### src/rtl/bus_transfer_ctrl.sv
// bus_transfer_ctrl: sequences register-to-register transfers over the shared
// processor bus. The control unit issues MOVE / INC / CLR / NOP requests; this
// block drives the one-hot register strobes, captures the source register's
// BOUT into a registered BUS, and raises BUSY/DONE around each operation.
//
// Handshake: REQ is sampled only while the FSM is idle (BUSY=0). A request is
// accepted on the rising edge where REQ=1 and BUSY=0; OP/SRC/DST are latched on
// that same edge and ignored afterwards. DONE pulses for exactly one cycle in the
// last cycle of the operation, and BUSY falls on the following edge, so a REQ
// held high through DONE is accepted one idle cycle later.
module bus_transfer_ctrl #(
    parameter int WIDTH = 16,
    parameter int NREG  = 8,
    localparam int IW   = (NREG > 1) ? $clog2(NREG) : 1
) (
    input  logic                    clk,
    input  logic                    RSTn,
    input  logic                    REQ,
    input  logic [1:0]              OP,
    input  logic [IW-1:0]           SRC,
    input  logic [IW-1:0]           DST,
    input  logic [NREG*WIDTH-1:0]   RIN,
    output logic [WIDTH-1:0]        BUS,
    output logic [NREG-1:0]         LDBUS,
    output logic [NREG-1:0]         WR,
    output logic [NREG-1:0]         INC,
    output logic [NREG-1:0]         CLR,
    output logic                    BUSY,
    output logic                    DONE,
    output logic [2:0]              fsm_state
);

    localparam logic [1:0] OP_MOVE = 2'b00;
    localparam logic [1:0] OP_INC  = 2'b01;
    localparam logic [1:0] OP_CLR  = 2'b10;

    typedef enum logic [2:0] {
        S_IDLE  = 3'd0,
        S_LOAD  = 3'd1,
        S_CAPT  = 3'd2,
        S_WRITE = 3'd3,
        S_INCS  = 3'd4,
        S_CLRS  = 3'd5,
        S_NOPS  = 3'd6
    } state_t;

    state_t          state;
    logic [1:0]      op_q;
    logic [IW-1:0]   src_q;
    logic [IW-1:0]   dst_q;

    // One-hot decode; an index outside 0..NREG-1 yields no strobe at all.
    function automatic logic [NREG-1:0] onehot(input logic [IW-1:0] idx);
        logic [NREG-1:0] r;
        r = '0;
        for (int i = 0; i < NREG; i++) begin
            if (idx == IW'(i)) r[i] = 1'b1;
        end
        return r;
    endfunction

    // Source word select; an out-of-range index reads as zero.
    function automatic logic [WIDTH-1:0] rin_sel(input logic [IW-1:0] idx);
        logic [WIDTH-1:0] r;
        r = '0;
        for (int i = 0; i < NREG; i++) begin
            if (idx == IW'(i)) r = RIN[i*WIDTH +: WIDTH];
        end
        return r;
    endfunction

    assign fsm_state = state;

    // Transfer FSM; strobes, BUSY and DONE are registered so each one is the
    // decode of the state being entered and the latched indices.
    always_ff @(posedge clk or negedge RSTn) begin
        if (!RSTn) begin
            state <= S_IDLE;
            op_q  <= '0;
            src_q <= '0;
            dst_q <= '0;
            BUS   <= '0;
            LDBUS <= '0;
            WR    <= '0;
            INC   <= '0;
            CLR   <= '0;
            BUSY  <= 1'b0;
            DONE  <= 1'b0;
        end else begin
            LDBUS <= '0;
            WR    <= '0;
            INC   <= '0;
            CLR   <= '0;
            DONE  <= 1'b0;
            case (state)
                S_IDLE: begin
                    if (REQ) begin
                        op_q  <= OP;
                        src_q <= SRC;
                        dst_q <= DST;
                        BUSY  <= 1'b1;
                        case (OP)
                            OP_MOVE: begin
                                state <= S_LOAD;
                                LDBUS <= onehot(SRC);
                            end
                            OP_INC: begin
                                state <= S_INCS;
                                INC   <= onehot(SRC);
                                DONE  <= 1'b1;
                            end
                            OP_CLR: begin
                                state <= S_CLRS;
                                CLR   <= onehot(DST);
                                DONE  <= 1'b1;
                            end
                            default: begin
                                state <= S_NOPS;
                                DONE  <= 1'b1;
                            end
                        endcase
                    end
                end
                S_LOAD: begin
                    // Only a MOVE can be in LOAD; anything else is a corrupted
                    // state and is abandoned back to idle.
                    if (op_q == OP_MOVE) begin
                        state <= S_CAPT;
                    end else begin
                        state <= S_IDLE;
                        BUSY  <= 1'b0;
                    end
                end
                S_CAPT: begin
                    // Source BOUT has been valid since LOAD ended; latch it and
                    // present it to the destination in the write cycle.
                    BUS   <= rin_sel(src_q);
                    state <= S_WRITE;
                    WR    <= onehot(dst_q);
                    DONE  <= 1'b1;
                end
                S_WRITE, S_INCS, S_CLRS, S_NOPS: begin
                    state <= S_IDLE;
                    BUSY  <= 1'b0;
                end
                default: begin
                    state <= S_IDLE;
                    BUSY  <= 1'b0;
                end
            endcase
        end
    end

endmodule

### config.mk
export PLATFORM = sky130hd
export DESIGN_NAME = bus_transfer_ctrl
export DESIGN_NICKNAME = d
export VERILOG_FILES = /design/src/rtl/bus_transfer_ctrl.sv
export SDC_FILE = /design/constraint.sdc
export NUM_CORES = 1
export LEC_CHECK = 0
export BUFFER_PORTS_ARGS = -buffer_cell sky130_fd_sc_hd__buf_2
export CORE_MARGIN = 8
export CORE_UTILIZATION = 47
export DETAILED_ROUTE_END_ITERATION = 8
export GPL_ROUTABILITY_DRIVEN = 0
export PLACE_DENSITY_LB_ADDON = 0.3
export SLEW_MARGIN = 25
export SYNTH_ARGS = -nofsm -noshare
export SYNTH_HDL_FRONTEND = slang
export SYNTH_SLANG_ARGS = --single-unit
### constraint.sdc
create_clock -name clk -period 2.4 [get_ports clk]
set_input_delay 0.24 -clock clk [delete_from_list [all_inputs] [get_ports clk]]
set_output_delay 0.24 -clock clk [all_outputs]
set_load 0.05 [all_outputs]
# Word level (Yosys, flattened, before mapping)
# Cells that the tools add are included.
# word_totals
ff_bits,61
latchBits,0
ramBits,0
mem_bits_ro,0
output_inout_bits,53
wordCells,107
memories,0
# classes
add_sub_neg,0
n_mul,0
n_div,0
magnitude_cmp,0
eq_ne,34
shift,0
n_mux,52
n_bitwise,1
reduce_logical,9
# ops
op,count
16-bit 2-to-1 mux,8
8-bit 2-to-1 mux,10
3-bit equality test (second input constant),16
1-bit 2-to-1 mux,28
3-bit by 2-bit equality test with 1-bit output (second input constant),9
3-bit one-hot mux with 3 select lines,2
3-bit by 1-bit equality test with 1-bit output (second input constant),5
3-bit logical NOT,5
2-bit logical NOT,2
2-bit != test (second input constant),2
3-bit 2-to-1 mux,1
1-bit one-hot mux with 3 select lines,1
3-bit AND reduction,1
2-bit by 1-bit equality test with 1-bit output (second input constant),1
2-bit equality test (second input constant),1
2-bit 2-to-1 mux,1
1-bit one-hot mux with 2 select lines,1
2-bit AND reduction,1
1-bit NOT,1

# Longest topological paths before layout
# Gate-level depths: netlist of run 1.
# depth
word_depth,9
ltp_mapped,7

# Worst setup path before layout of run 1
# OpenSTA, ideal clock, no wires.
# synth_timing
path_type,reg2reg
from,reg state[1] (netlist: fsm_state[1])
to,reg INC[0]
setup_time_ns,0.080
arrival_time_ns,1.808
path_slack_ns,0.512
stages_incl_launch_ff,5
path_buffers,1
period_less_slack_ns,1.888
cell_sequence,dfrtp_1 buf_6 or4b_4 or4_4 nor3_2
# synth_between
elab_chain_len,2
# synth_rtl
element,line_no,text
"start, declared",47,state_t state;
"start signal, assigned",78,state <= S_IDLE;
"start signal, assigned",104,state <= S_LOAD;
"start signal, assigned",108,state <= S_INCS;
3-bit logical NOT,95,case (state)
8-bit 2-to-1 mux,95,
"end signal, assigned",109,INC <= onehot(SRC);
"end, declared",26,"output logic [NREG-1:0] INC,"
# Every way passes these cells.
# A chain may end at the register's enable or synchronous reset.

# Worst setup path after layout of run 1
# layout_timing
from,reg src_q[0]
to,reg BUS[11]
# layout_between
elab_chain_len,9
word_cells_on_any_way,16
# layout_rtl
element,line_no,text
"start, declared",49,logic [IW-1:0] src_q;
"start signal, assigned",80,src_q <= '0;
"start signal, assigned",99,src_q <= SRC;
3-bit logical NOT,67,if (idx == IW'(i)) r = RIN[i*WIDTH +: WIDTH];
16-bit 2-to-1 mux (7 in series),67,
16-bit 2-to-1 mux *,67,
"end signal, assigned",137,BUS <= rin_sel(src_q);
"end, declared",23,"output logic [WIDTH-1:0] BUS,"
# Every way passes the cells marked *; elsewhere a longest branch is shown, timed or not.

==> flow_summary_export.csv, run 1 <==
group,metric,value,unit
sta,finalSetupViolCount,0,
drt,drt_iter0_drc,137,
sta,slew_headroom,57.9,%
clock_network,clock_path_buffers,2,
grt,grt_pass1_vias,3161,
sta,period_minus_slack,1830,ps
drt,drc_errors,0,
critical_path,path_cells,"buf_12, mux2_2, o221ai_1, o221ai_1, a22o_1",
clock_network,numCtsBuffers,9,
clock_network,cts-root-buf,"clkbuf_8",
critical_path,cp_slowest_cell,"dfrtp_2",
yosys,synth-edff-count,0,
clock_network,cts_max_level,3,
sta,holdWs,143,ps
hold_path,hold_depth,2,
final_layout,final_net_count,629,
outcome,status,"completed",
yosys,yosys-top-cells-area,"dfrtp_1, mux2i_1, o221ai_1",
sta,worst_pin_slew,632,ps
final_layout,area_growth,41.0,%
critical_path,cp_common_cell,"o221ai_1",
critical_path,cp-start-kind,"flop",
critical_path,r2r_cells,5,
final_layout,diodes,0,
critical_path,crit_path_end_kind,"flop",
drt,drt_pass1_iterations,4,
sta,fmax,547,MHz
yosys,synthArstFlopShare,100,%
sta,final.setup_skew,10.7,ps
yosys,synth_fp_nets,445,
floorplan,dieArea,0.00958,mm^2
final_layout,final_common_cell,"buf_2",
final_layout,final_core_util,66.9,%
clock_network,post-cts-setup-buffers,0,
placement,post_dp_cell_area,0.00416,mm^2
floorplan,io_pins,192,
critical_path,rr_startpoint,"src_q[0]",
power_and_ir_drop,p_leak,2.35,nW
power_and_ir_drop,irDropWorstVdd,942,uV
yosys,synth.distinct_cells,31,
clock_network,clk_pin_slew_worst_paths,80,ps
floorplan,initial_utilization,47.4,%
yosys,synth_top_area_cell,"dfrtp_1",
critical_path,cp_data_arrival_time,2040,ps
critical_path,r2r_slack,570,ps
placement,post-dp-hpwl,8490,um
yosys,yosys_warnings,0,
floorplan,core,0.00664,mm^2
sta,hold_viol,0,
critical_path,required,2610,ps
critical_path,critPathBufInv,1,
power_and_ir_drop,power_density,1230,mW/mm^2
sta,rsz0062_at_grt,"no",
yosys,yosysSeqAreaShare,48.5,%
floorplan,chipHeight,97.9,um
placement,pre_cts_ws,596,ps
sta,finalSetupTns,0,ps
grt,overflow,0,
critical_path,crit_family,"compound AO/OA/AOI/OAI gates",
sta,worst_slack,570,ps
yosys,synth_top_cell_area_share,48.5,%
clock_network,cts.sinks,61,
drt,viasPerCell,5.44,
yosys,syn_avg_cell_area,10.3,um^2
critical_path,worstSetupPathType,"reg -> reg",
critical_path,r2r_end,"BUS[11]",
floorplan,chipWidth,97.9,um
clock_network,clkLatencyLatePin,330,ps
final_layout,mostFrequentLayoutCells,"buf_2, dfrtp_1, nor2_1",
floorplan,fp-row-count,30,
drt,wl,10800,um
final_layout,drive_gt1_share,47.7,%
grt,grt_antenna_before_repair,0,
drt,vias,3128,
sta,timing.final.crit_share,76.2,%
drt,drtAntennaViolNets,0,
clock_network,cts_tree,"built",
final_layout,stdcell_area,0.00444,mm^2
critical_path,worstPathMaxFanout,48,
grt,grt.total_usage,21.6,%
yosys,ys.flop_type,"dfrtp_1",
yosys,syn_area,0.00315,mm^2
hold_path,hp-start,"DST[2]",
drt,routedWlPerCell,18.7,um
hold_path,hp-class,"in -> reg",
run,cap_violations,0,
sta,slew_viol_final,0,
grt,grt_max_degree,49,
critical_path,slowest_delay,410,ps
hold_path,holdPathEnd,"CLR[1]",
yosys,syn_inst,306,
grt,grt_pass1_wl,16700,um
yosys,synth_seq_cells,61,
placement,numPortBuffers,191,
## worst max-delay path by stage
stage	startpoint	to	slack [ps]	depth (start not counted)
after global routing	src_q[0]	BUS[8]	500	5
after global placement	src_q[0]	BUS[8]	660	5
final	src_q[0]	BUS[11]	570	5
after floorplan	fsm_state[1]	INC[0]	510	4
after CTS	src_q[0]	BUS[11]	580	5
after detailed placement	src_q[0]	BUS[11]	600	5
## logic make-up (layout without fill, tap and decap cells)
group	count (synthesis)	count (layout)	synth area share (%)
DFF	61	61	48.5
AOI/OAI and AO/OA	56	56	14.9
buffers and inverters	28	217	3.93
and+or+nand+nor	113	113	16.8
muxes	48	48	15.9
## cell type report
| type | count | area [um^2] |
|---|---|---|
| sequential | 61 | 1530 |
| clock buffer | 10 | 138 |
| timing repair buffer | 197 | 1030 |
| inverter | 4 | 15.0 |
| fill | 551 | 2200 |
| tap | 80 | 100 |
| multi-input combinational | 217 | 1500 |
| clock inverter | 6 | 134 |
## registers in the layout, indices dropped and copies added, names as in the netlist
signal / cells
op_q: 2
LDBUS: 8
DONE: 1
dst_q: 3
fsm_state: 3
WR: 8
BUSY: 1
INC: 8
BUS: 16
CLR: 8
src_q: 3
## power by group
| group | switching, mW | internal (mW) | total [mW] |
|---|---|---|---|
| sequential | 0.231 | 1.29 | 1.52 |
| combinational | 1.73 | 0.983 | 2.71 |
| clock | 0.404 | 0.824 | 1.23 |
## metal layers
layer / GRT usage [%] / routed length (um) / up-vias / part of all wire, %
met5: 0 / 0 / - / 0
met4: 6.71 / 175 / 0 / 1.6
met3: 7.47 / 1000 / 16 / 9.3
met2: 36.0 / 5260 / 156 / 49
met1: 25.6 / 4310 / 1463 / 40
li1: - / - / 1493 / -
## synthesized netlist by cell type (3+ instances only)
cell type / count
nand2b_1: 6
buf_2: 9
mux2i_1: 32
inv_1: 4
a22o_1: 16
dfrtp_1: 61
nand2_1: 24
mux2_2: 16
a21oi_1: 3
nor2_1: 54
o221ai_1: 32
clkbuf_1: 13
nor3_1: 8
nand3_1: 4
## metrics by stage
step | power, mW | cells
2_1_floorplan | 3.56 | 306
3_3_place_gp | 4.19 | 558
3_5_place_dp | 4.24 | 558
4_1_cts | 5.48 | 575
5_1_grt | 5.75 | 575
6_report | 5.46 | 575
## repair_timing
item                      4_1_cts  5_1_grt
hold buffers                    1        0
resized for setup               0        0
hold endpoints to repair       23        0
No activity file was read; power rests on OpenSTA's default activity.
==> run 2, diff against run 1 <==
--- a/config.mk
+++ b/config.mk
@@ -5,9 +5,10 @@
 export SDC_FILE = /design/constraint.sdc
 export NUM_CORES = 1
 export LEC_CHECK = 0
+export ABC_AREA = 1
 export BUFFER_PORTS_ARGS = -buffer_cell sky130_fd_sc_hd__buf_2
 export CORE_MARGIN = 8
-export CORE_UTILIZATION = 47
+export CORE_UTILIZATION = 44
 export DETAILED_ROUTE_END_ITERATION = 8
 export GPL_ROUTABILITY_DRIVEN = 0
 export PLACE_DENSITY_LB_ADDON = 0.3
==> constraint.sdc (replaced) <==
create_clock -name clk -period 1.9 [get_ports clk]
set_input_delay 0.19 -clock clk [delete_from_list [all_inputs] [get_ports clk]]
set_output_delay 0.19 -clock clk [all_outputs]
set_load 0.05 [all_outputs]
==> flow_summary_export.csv, run 2 <==
group,metric,value,unit
sta,rsz0062_at_grt,"no",
outcome,status,"completed",
final_layout,multi_input_area,0.00151,mm^2
final_layout,area_growth,38.8,%
grt,grt_antenna_before_repair,0,
yosys,synth_fp_nets,590,
yosys,yosysMostFrequentCell,"nand2_1",
clock_network,clkLatencyLatePin,340,ps
drt,routedWlPerCell,16.7,um
clock_network,cts.sinks,61,
yosys,synth.distinct_cells,23,
drt,vias,3932,
final_layout,largest_register,"BUS",
critical_path,r2r_slack,110,ps
critical_path,worstPathMaxFanout,19,
final_layout,nFillCells,677,
critical_path,worstSetupEndpoint,"BUS[0]",
critical_path,slowest_delay,550,ps
yosys,syn_inst,451,
critical_path,path_cells,"inv_2, nor3_4, buf_4, nand2_1, nand4_1, nand2_1, nand2_1",
floorplan,core,0.00729,mm^2
critical_path,required,2190,ps
drt,drt_pass1_iterations,5,
floorplan,dieArea,0.0106,mm^2
power_and_ir_drop,irDropWorstVdd,966,uV
final_layout,final_core_util,63.6,%
clock_network,numCtsBuffers,9,
critical_path,critPathBufInv,2,
floorplan,io_pins,192,
power_and_ir_drop,combinationalPowerShare,56.1,%
clock_network,cts_max_level,3,
critical_path,worstSetupPathType,"reg -> reg",
drt,drt_iter0_drc,246,
sta,timing.final.crit_share,94.3,%
drt,wl,12500,um
power_and_ir_drop,clkPwrFrac,16.3,%
final_layout,seq_area,0.00153,mm^2
final_layout,final_net_count,781,
floorplan,chipHeight,103,um
sta,finalSetupViolCount,0,
sta,slew_viol_final,0,
critical_path,r2r_end,"BUS[0]",
placement,numPortBuffers,191,
clock_network,clk_pin_slew_worst_paths,90,ps
grt,grt_max_degree,62,
sta,fmax,558,MHz
drt,viasPerCell,5.27,
critical_path,cp_common_cell,"nand2_1",
power_and_ir_drop,switching_share,51.6,%
power_and_ir_drop,p_leak,2.66,nW
critical_path,cp-start-kind,"flop",
grt,grt_pass1_wl,18900,um
yosys,syn_avg_cell_area,7.41,um^2
yosys,yosys_warnings,0,
yosys,ys.flop_type,"dfrtp_1",
yosys,synth_top_cell_area_share,45.7,%
hold_path,hp-class,"in -> reg",
power_and_ir_drop,power_density,1410,mW/mm^2
critical_path,rr_startpoint,"src_q[0]",
power_and_ir_drop,pwr-share-seq,27.6,%
power_and_ir_drop,internal_power,3.17,mW
critical_path,cp_slowest_cell,"dfrtp_1",
drt,drtAntennaViolNets,0,
yosys,synthArstFlopShare,100,%
final_layout,largest_reg_flops,16,
grt,grt.total_usage,23.1,%
drt,drc_errors,0,
sta,slew_headroom,58.6,%
power_and_ir_drop,p_switching,3.39,mW
run,cap_violations,0,
clock_network,cts-root-buf,"clkbuf_8",
clock_network,clock_path_buffers,2,
final_layout,drive_gt1_share,36.3,%
sta,finalSetupTns,0,ps
yosys,yosys-top-cells-area,"dfrtp_1, nand2_1, nand4_1",
placement,post-dp-hpwl,9580,um
final_layout,diodes,0,
critical_path,crit_family,"simple AND/OR/NAND/NOR gates",
yosys,ys_top_cells_by_count,"nand2_1, dfrtp_1, nor2_1",
floorplan,initial_utilization,45.8,%
sta,hold_viol,0,
critical_path,worstSetupStartpoint,"src_q[0]",
final_layout,final_common_cell,"buf_2",
sta,worst_pin_slew,620,ps
yosys,syn_area,0.00334,mm^2
yosys,synth-edff-count,0,
yosys,synth_top_area_cell,"dfrtp_1",
grt,overflow,0,
sta,final.setup_skew,18.7,ps
critical_path,r2r_cells,7,
floorplan,chipWidth,103,um
critical_path,cp_data_arrival_time,2080,ps
final_layout,mostFrequentLayoutCells,"buf_2, nand2_1, dfrtp_1",
grt,grt_pass1_vias,3999,
clock_network,cts_tree,"built",
critical_path,crit_path_end_kind,"flop",
floorplan,fp-row-count,31,
yosys,yosysSeqAreaShare,45.7,%
critical_path,worst-path-stages,7,
yosys,synth_seq_cells,61,
sta,period_minus_slack,1790,ps
## run 2: cell count changes after synthesis, moves of 8 or more
cell / delta
a21oi_1: +29
a22o_1: -16
inv_1: +45
mux2_2: -16
mux2i_1: -32
nand2_1: +75
nand3_1: +37
nand4_1: +46
o21ai_0: +8
o221ai_1: -32
## run 2: cell type report
class	instances	area share, %
tap	99	2.67
timing repair buffer	204	23.6
clock inverter	6	0.971
inverter	53	4.29
multi-input combinational	313	32.6
sequential	61	32.9
clock buffer	10	2.97
## run 2: per-stage QoR
| stage | area [um^2] | std cells | hold slack (ps) | power (mW) | setup slack, ps |
|---|---|---|---|---|---|
| final | 4640 | 746 | 86.5 | 6.56 | 108 |
| after global routing | 4640 | 746 | 80.6 | 7.00 | 11.0 |
| after CTS | 4630 | 746 | 72.0 | 6.58 | 85.5 |
| after detailed placement | 4440 | 729 | 215 | 5.48 | 104 |
| after global placement | 4440 | 729 | 212 | 5.40 | 181 |
| after floorplan | 3340 | 451 | -106 | 4.39 | 247 |
## run 2: power by group through the flow
| stage | combinational (mW) | sequential (mW) | clock, mW |
|---|---|---|---|
| 4_1_cts | 3.68 | 1.81 | 1.10 |
| 2_1_floorplan | 1.83 | 2.56 | 0 |
| 3_3_place_gp | 3.60 | 1.80 | 0 |
| 3_5_place_dp | 3.66 | 1.83 | 0 |
| 6_report | 3.68 | 1.81 | 1.07 |
| 5_1_grt | 4.01 | 1.85 | 1.15 |
## run 2: repair_timing
| item | in CTS | in global routing |
|---|---|---|
| endpoints found under the setup margin | 0 | 5 |
| endpoints found under the hold margin | 61 | 0 |
| hold buffers | 1 | 0 |
| buffers inserted | 0 | 0 |
| resized for setup | 0 | 1 |
## run 2: kinds of logic after synthesis
logic type             after synthesis  share of synthesized area [%]
and+or+nand+nor                    268                           38.0
buffers and inverters               77                           9.40
DFF                                 61                           45.7
AOI/OAI and AO/OA                   45                           6.93
## run 2: metal layers
layer	wire, um	up-vias	track usage, %	part of all wire [%]
met1	4460	1805	24.8	36
met4	357	0	10.5	2.9
met2	6110	211	40.6	49
met3	1530	31	7.36	12
li1	-	1885	-	-
met5	0	-	0	0
## run 2: worst min-delay path by stage
stage,startpoint,end,slack (ps),depth (start not counted)
final,DST[1],CLR[0],90,2
after global routing,DST[1],CLR[0],80,2
after CTS,DST[1],CLR[4],70,2
after detailed placement,RSTn,BUS[0],220,2
after global placement,RSTn,BUS[0],210,2
after floorplan,RSTn,BUSY,-110,0
==> run 3, diff against run 2 <==
--- a/config.mk
+++ b/config.mk
@@ -7,7 +7,7 @@
 export LEC_CHECK = 0
 export ABC_AREA = 1
 export BUFFER_PORTS_ARGS = -buffer_cell sky130_fd_sc_hd__buf_2
-export CORE_MARGIN = 8
+export CORE_MARGIN = 4
 export CORE_UTILIZATION = 44
 export DETAILED_ROUTE_END_ITERATION = 8
 export GPL_ROUTABILITY_DRIVEN = 0
==> flow_summary_export.csv, run 3 (synthesis results as in run 2) <==
group,metric,value,unit
outcome,status,"completed",
power_and_ir_drop,pwr-share-seq,28.1,%
sta,finalSetupViolCount,0,
sta,period_minus_slack,1700,ps
final_layout,nFillCells,683,
critical_path,r2r_slack,200,ps
final_layout,largest_reg_flops,16,
power_and_ir_drop,irDropWorstVdd,774,uV
final_layout,multi_input_area,0.00151,mm^2
drt,drt_iter0_drc,164,
critical_path,worstSetupPathType,"reg -> reg",
clock_network,clkLatencyLatePin,330,ps
final_layout,stdcell_area,0.00464,mm^2
grt,overflow,0,
critical_path,path_cells,"buf_4, nand3_2, nor2_1, nor2_1, nand4_1, nand2_1, nand2_1",
final_layout,seq_area,0.00153,mm^2
final_layout,diodes,0,
clock_network,clk_pin_slew_worst_paths,70,ps
power_and_ir_drop,p_switching,3.26,mW
critical_path,slowest_delay,520,ps
grt,grt_pass1_wl,16900,um
drt,wl,11200,um
floorplan,fp-row-count,31,
final_layout,mostFrequentLayoutCells,"buf_2, nand2_1, dfrtp_1, nor2_1, inv_1",
sta,holdWs,91.6,ps
floorplan,core,0.00733,mm^2
sta,slew_headroom,61.6,%
sta,hold_viol,0,
grt,grt_max_degree,62,
clock_network,numCtsBuffers,9,
final_layout,final_common_cell,"buf_2",
drt,drt_pass1_iterations,7,
sta,finalSetupTns,0,ps
placement,post_dp_cell_area,0.00442,mm^2
drt,routedWlPerCell,15.0,um
power_and_ir_drop,power_density,1410,mW/mm^2
final_layout,final_core_util,63.2,%
clock_network,clock_path_buffers,2,
floorplan,chipWidth,95.1,um
placement,pre_cts_ws,186,ps
floorplan,chipHeight,95.1,um
clock_network,cts.sinks,61,
sta,rsz0062_at_grt,"no",
critical_path,cp_slowest_cell,"dfrtp_1",
critical_path,required,2120,ps
critical_path,crit_path_end_kind,"flop",
final_layout,largest_register,"BUS",
critical_path,cp_data_arrival_time,1920,ps
placement,numPortBuffers,191,
power_and_ir_drop,combinationalPowerShare,53.9,%
critical_path,cp-start-kind,"flop",
sta,timing.final.crit_share,89.7,%
final_layout,area_growth,38.8,%
sta,worst_pin_slew,575,ps
drt,drtAntennaViolNets,0,
floorplan,io_pins,192,
sta,fmax,587,MHz
clock_network,cts_tree,"built",
floorplan,dieArea,0.00905,mm^2
hold_path,hp-class,"in -> reg",
drt,drc_errors,0,
grt,grt_antenna_before_repair,0,
sta,worst_slack,195,ps
sta,slew_viol_final,0,
final_layout,final_cell_count_no_fill,743,
power_and_ir_drop,clkPwrFrac,18.0,%
grt,grt_pass1_vias,3652,
run,cap_violations,0,
grt,grt.total_usage,24.2,%
drt,viasPerCell,5.10,
clock_network,cts-root-buf,"clkbuf_8",
power_and_ir_drop,internal_power,3.28,mW
final_layout,final_net_count,778,
critical_path,worstPathMaxFanout,16,
clock_network,post-cts-setup-buffers,0,
clock_network,cts_max_level,3,
floorplan,initial_utilization,45.6,%
placement,dp_cells,726,
drt,vias,3790,
power_and_ir_drop,p_leak,2.66,nW
power_and_ir_drop,switching_share,49.9,%
final_layout,drive_gt1_share,36.0,%
placement,post-dp-hpwl,8610,um
power_and_ir_drop,finalPower,6.55,mW
sta,final.setup_skew,6.59,ps
-- run 3: final timing paths --
check / startpoint / endpoint / cells past startpoint
worst max-delay path: src_q[0] / BUS[13] / 7
worst min-delay path: DST[1] / CLR[4] / 2
worst max register to register: src_q[0] / BUS[13] / 7
worst min register to register: BUS[14] / BUS[14] / 2
max in group asynchronous: RSTn / src_q[1] / 3
min in group asynchronous: RSTn / BUS[13] / 3
-- run 3: power by group through the flow --
stage          clock [mW]  combinational (mW)  sequential, mW
2_1_floorplan           0                1.83            2.56
5_1_grt              1.29                3.86            1.88
3_5_place_dp            0                3.53            1.85
6_report             1.18                3.53            1.84
3_3_place_gp            0                3.47            1.84
4_1_cts              1.21                3.54            1.83
-- run 3: area by class of cell --
cell class | count | share of cell area, %
clock buffers | 10 | 2.97
clock inverters | 6 | 1.51
inverters | 53 | 4.29
multi-input cells | 313 | 32.5
flip-flops and latches | 61 | 33.0
well taps | 99 | 2.67
repair buffers | 201 | 23.1
-- run 3: metal layers --
| layer | share of wire [%] | vias up | global-route usage [%] |
|---|---|---|---|
| met1 | 37 | 1710 | 27.7 |
| met2 | 49 | 195 | 41.9 |
| li1 | - | 1867 | - |
| met3 | 11 | 18 | 8.45 |
| met5 | 0 | - | 0 |
| met4 | 2.5 | 0 | 8.65 |
-- run 3: timing repair --
item	4_1_cts	5_1_grt
endpoints found under the setup margin	0	2
gates resized for setup	0	1
endpoints found under the hold margin	61	0
hold buffers	1	0
-- run 3: worst max-delay path, delay by kind of cell (launching register included) --
| family | cells | cell delay (ps) |
|---|---|---|
| simple gates | 6 | 810 |
| flops | 1 | 520 |
| buf+inv | 1 | 260 |
